**src/rtl/alu_cmd_sequencer.sv**
```systemverilog
// Command sequencer for the 4-class ALU: accepts a command, pulses ALU_EN once, waits for the result strobe and returns the result.
// Optional WAIT timeout error path is enabled by defining ALU_SEQ_TIMEOUT_EN.
//
// state   | meaning
// --------+------------------------------------------------------
// S_IDLE  | ready for a command (CMD_READY high once out of reset)
// S_ISSUE | ALU_EN pulse, timeout counter cleared
// S_WAIT  | waiting for ALU_OUT_VALID (or timeout when enabled)
// S_DONE  | RES_VALID high, result held until RES_READY
module alu_cmd_sequencer #(
    parameter int DATA_WIDTH = 8,
    parameter int OUT_WIDTH  = 16,
    parameter int TIMEOUT    = 15
) (
    input  logic                  CLK,
    input  logic                  RST,
    input  logic                  CMD_VALID,
    output logic                  CMD_READY,
    input  logic [DATA_WIDTH-1:0] CMD_A,
    input  logic [DATA_WIDTH-1:0] CMD_B,
    input  logic [3:0]            CMD_FUN,
    output logic [DATA_WIDTH-1:0] ALU_A,
    output logic [DATA_WIDTH-1:0] ALU_B,
    output logic [3:0]            ALU_FUN,
    output logic                  ALU_EN,
    input  logic [OUT_WIDTH-1:0]  ALU_OUT,
    input  logic                  ALU_OUT_VALID,
    output logic [OUT_WIDTH-1:0]  RES_DATA,
    output logic                  RES_VALID,
    input  logic                  RES_READY,
    output logic                  RES_ERR,
    output logic                  BUSY
);

    if (TIMEOUT < 1 || TIMEOUT > 255) begin : g_bad_timeout
        $error("alu_cmd_sequencer: TIMEOUT must be within 1..255");
    end

    typedef enum logic [1:0] {
        S_IDLE  = 2'd0,
        S_ISSUE = 2'd1,
        S_WAIT  = 2'd2,
        S_DONE  = 2'd3
    } state_t;

    state_t                  r_state;
    state_t                  w_next_state;
    logic                    r_cmd_ready;
    logic [DATA_WIDTH-1:0]   r_alu_a;
    logic [DATA_WIDTH-1:0]   r_alu_b;
    logic [3:0]              r_alu_fun;
    logic [OUT_WIDTH-1:0]    r_res_data;
    logic                    w_accept;
    logic                    w_strobe;
    logic                    w_timeout;

    assign w_accept = CMD_VALID & r_cmd_ready;
    assign w_strobe = (r_state == S_WAIT) & ALU_OUT_VALID;

`ifdef ALU_SEQ_TIMEOUT_EN
    localparam logic [7:0] LP_TC = 8'(TIMEOUT - 1);

    logic [7:0] r_cnt;
    logic       r_res_err;

    // A strobe in the terminal cycle takes priority over the timeout.
    assign w_timeout = (r_state == S_WAIT) & ~ALU_OUT_VALID & (r_cnt == LP_TC);

    always_ff @(posedge CLK or negedge RST) begin
        if (!RST) begin
            r_cnt <= 8'd0;
        end else if (r_state == S_ISSUE) begin
            r_cnt <= 8'd0;
        end else if (r_state == S_WAIT && r_cnt != 8'hFF) begin
            r_cnt <= r_cnt + 8'd1;
        end
    end

    always_ff @(posedge CLK or negedge RST) begin
        if (!RST) begin
            r_res_data <= '0;
            r_res_err  <= 1'b0;
        end else if (w_strobe) begin
            r_res_data <= ALU_OUT;
            r_res_err  <= 1'b0;
        end else if (w_timeout) begin
            r_res_data <= '0;
            r_res_err  <= 1'b1;
        end
    end

    assign RES_ERR = r_res_err;
`else
    assign w_timeout = 1'b0;

    always_ff @(posedge CLK or negedge RST) begin
        if (!RST) begin
            r_res_data <= '0;
        end else if (w_strobe) begin
            r_res_data <= ALU_OUT;
        end
    end

    assign RES_ERR = 1'b0;
`endif

    always_comb begin
        w_next_state = r_state;
        case (r_state)
            S_IDLE:  if (w_accept) w_next_state = S_ISSUE;
            S_ISSUE: w_next_state = S_WAIT;
            S_WAIT:  if (w_strobe || w_timeout) w_next_state = S_DONE;
            S_DONE:  if (RES_READY) w_next_state = S_IDLE;
            default: w_next_state = S_IDLE;
        endcase
    end

    // CMD_READY is registered from the next state so it stays low during reset.
    always_ff @(posedge CLK or negedge RST) begin
        if (!RST) begin
            r_state     <= S_IDLE;
            r_cmd_ready <= 1'b0;
        end else begin
            r_state     <= w_next_state;
            r_cmd_ready <= (w_next_state == S_IDLE);
        end
    end

    always_ff @(posedge CLK or negedge RST) begin
        if (!RST) begin
            r_alu_a   <= '0;
            r_alu_b   <= '0;
            r_alu_fun <= 4'd0;
        end else if (w_accept) begin
            r_alu_a   <= CMD_A;
            r_alu_b   <= CMD_B;
            r_alu_fun <= CMD_FUN;
        end
    end

    assign CMD_READY = r_cmd_ready;
    assign ALU_A     = r_alu_a;
    assign ALU_B     = r_alu_b;
    assign ALU_FUN   = r_alu_fun;
    assign ALU_EN    = (r_state == S_ISSUE);
    assign RES_DATA  = r_res_data;
    assign RES_VALID = (r_state == S_DONE);
    assign BUSY      = (r_state != S_IDLE);

endmodule

```
**config.mk**
```make
export PLATFORM = sky130hd
export DESIGN_NAME = alu_cmd_sequencer
export DESIGN_NICKNAME = d
export VERILOG_FILES = /design/src/rtl/alu_cmd_sequencer.sv
export SDC_FILE = /design/constraint.sdc
export NUM_CORES = 1
export LEC_CHECK = 0
export ABC_AREA = 1
export CORE_MARGIN = 4
export CORE_UTILIZATION = 40
export CTS_BUF_LIST = sky130_fd_sc_hd__clkbuf_4 sky130_fd_sc_hd__clkbuf_8
export DETAILED_ROUTE_END_ITERATION = 8
export GPL_TIMING_DRIVEN = 0
export PLACE_DENSITY = 0.8
export SETUP_SLACK_MARGIN = 0.1
export SYNTH_ARGS = -nofsm -noshare
export SYNTH_HDL_FRONTEND = slang
export SYNTH_SLANG_ARGS = --single-unit
```
**constraint.sdc**
```tcl
create_clock -name CLK -period 2.2 [get_ports CLK]
set_clock_uncertainty 0.2 [all_clocks]
set_input_delay 0.66 -clock CLK [delete_from_list [all_inputs] [get_ports CLK]]
set_output_delay 0.66 -clock CLK [all_outputs]
set_load 0.02 [all_outputs]
```
==> impl_metrics.yaml <==
status:
  outcome: "finished clean"
worst_setup_path:
  cp-end-kind: "output pin"
  start_kind: "flip-flop"
  crit_fanout: 6
  required_ps: 1340
  arrival_ps: 1160
  worstSetupPathType: "flip-flop to output pin"
worst_hold_path:
  hold_path.class: "input port to async pin"
die:
  start_util_pct: 42.7
  coreArea_mm2: 0.00377
  die_w_um: 71.4
  rows: 22
  die_area_mm2: 0.00510
  io_pins: 82
  die_h_um: 71.4
power_and_ir_drop:
  irDropWorstVdd_mv: 0.600
  power.total_mw: 3.37
  p_leak_nw: 1.42
  p_per_area_mw_per_mm2: 1330
global_route:
  grt_pass1_vias: 1446
  grt_max_degree: 40
  grt_pass1_wl_um: 6450
  antenna_found_initial: 0
  grt_overflow: 0
  track_usage_pct: 16.2
synthesis:
  syn_area_mm2: 0.00161
  yosysSeqAreaShare_pct: 60.7
  yosysMostFrequentCell: "nand2_1"
  syn-num-nets: 215
  synth_warnings: 0
  synthTopCellsByArea: "dfrtp_1, nand2_1, o21ai_2, inv_1, buf_6"
  yosys.area.top_type: "dfrtp_1"
  postSynthAreaPerCell_um2: 9.25
  ys_ff_latch: 39
  yosys.area.top_type_share_pct: 60.7
  yosys-top-cells-count: "nand2_1, dfrtp_1, inv_1, o21ai_2"
  async_flop_share_pct: 100
  synth_ff_type: "dfrtp_1"
  synth_edf_count: 0
  ys_types: 12
  netlist_instances: 174
detailed_routing:
  detail_route.wl_per_cell_um: 12.2
  first_iter_violations: 60
  ant_nets: 0
  via_count: 1372
  viasPerCell: 4.41
  wl_um: 3780
  drcViolationCount: 0
  drtPass1Iterations: 4
clocking:
  cts_tree: "yes"
  cts_buffer_depth: 2
  clk_pin_slew_ps: 70
  cts.sinks: 39
  cts_buffers: 5
  htree_levels: 2
  clk_latency_ps: 280
  root_buffer: "clkbuf_8"
timing:
  slew_headroom_pct: 43.3
  fmax_ghz: 0.494
  finalSetupViolations: 0
  setup_ws_ps: 175
  worst_pin_slew_ps: 850
  worst_hold_slack_ps: 275
  period_share_pct: 92.0
  fin_tns_setup_ps: 0
  drv_slew: 0
  rsz0062_at_grt: "false"
  hold_viol: 0
  period_minus_slack_ps: 2020
placement:
  postPlaceCellArea_mm2: 0.00246
  gp_congestion: 0.711
  hpwl_um: 2820
  place_ws_ps: 87.4
  io_buffers: 80
final_layout:
  area_growth_pct: 57.0
  antennaDiodeCount: 0
  postLayoutCellArea_mm2: 0.00253
  drive_above_1_share_pct: 14.4
  fin_nets: 303
flow_run:
  cap_violations: 0
-- layout make-up --
type | count | area [um^2]
clock buffers | 7 | 83.8
well taps | 48 | 60.1
fillers | 333 | 1240
flip-flops and latches | 39 | 978
multi-input cells | 104 | 490
inverters | 23 | 86.3
repair buffers | 81 | 763
plain buffers | 8 | 58.8
clock inverters | 1 | 5.00
-- kinds of logic after synthesis --
logic type	synth area share [%]
AOI/OAI and AO/OA	8.71
DFF	60.7
and+or+nand+nor	21.4
buffers and inverters	9.02
other	0.233
-- registers in the layout, indices dropped and copies added (netlist names) --
register and count:
ALU_FUN 4, RES_DATA 16, ALU_A 8, ALU_B 8, r_state 2, CMD_READY 1
-- layer usage --
metal | track usage [%] | vias up | wire length [um]
li1 | - | 693 | -
met1 | 20.1 | 611 | 1580
met2 | 24.5 | 61 | 1700
met3 | 7.99 | 7 | 450
met4 | 5.64 | 0 | 52
met5 | 0 | - | 0
-- repair_timing --
item	CTS	global route
endpoints found under the setup margin	37	6
gates resized for setup	40	7
buffers inserted	0	1
hold buffers	0	0
-- metrics by stage --
stage          util, %  cells
6_report          67.0    311
3_5_place_dp      65.4    302
3_3_place_gp      65.5    302
5_1_grt           67.0    311
4_1_cts           66.6    310
2_1_floorplan        -    174
-- critical path, cell delays in order, from the launching register on --
cell             delay [ps]
dfrtp_2                 450
nor2_2                  140
inv_1                    40
clkdlybuf4s15_2         250
-- final timing paths --
kind	from	end	cells past startpoint	slack, ps
min in group CLK	RES_DATA[5]	RES_DATA[5]	2	280
max in group asynchronous	RST	r_state[1]	1	930
worst max register to register	CMD_READY	ALU_A[4]	4	900
worst max-delay path	r_state[1]	BUSY	3	180
worst min register to register	RES_DATA[5]	RES_DATA[5]	2	280
worst min-delay path	RST	RES_DATA[2]	1	280
-- power by group --
part | switching, mW | internal (mW)
logic | 0.983 | 0.670
clock network | 0.232 | 0.247
registers | 0.182 | 1.06
-- layout by cell type, fill, tap and decap left out --
cell	instances
nand2_1	81
dfrtp_2	2
o21ai_2	16
clkdlybuf4s50_1	39
clkinv_2	1
nand3_4	1
buf_6	3
buf_2	3
buf_4	2
nor2_1	1
clkbuf_2	1
dlymetal6s2s_1	3
clkbuf_4	2
clkbuf_1	2
nand3_1	3
clkbuf_8	5
conb_1	1
dlygate4sd2_1	35
nor2_2	1
dfrtp_1	37
inv_1	23
clkdlybuf4s15_2	1
Power figures use the tool's default switching activity.
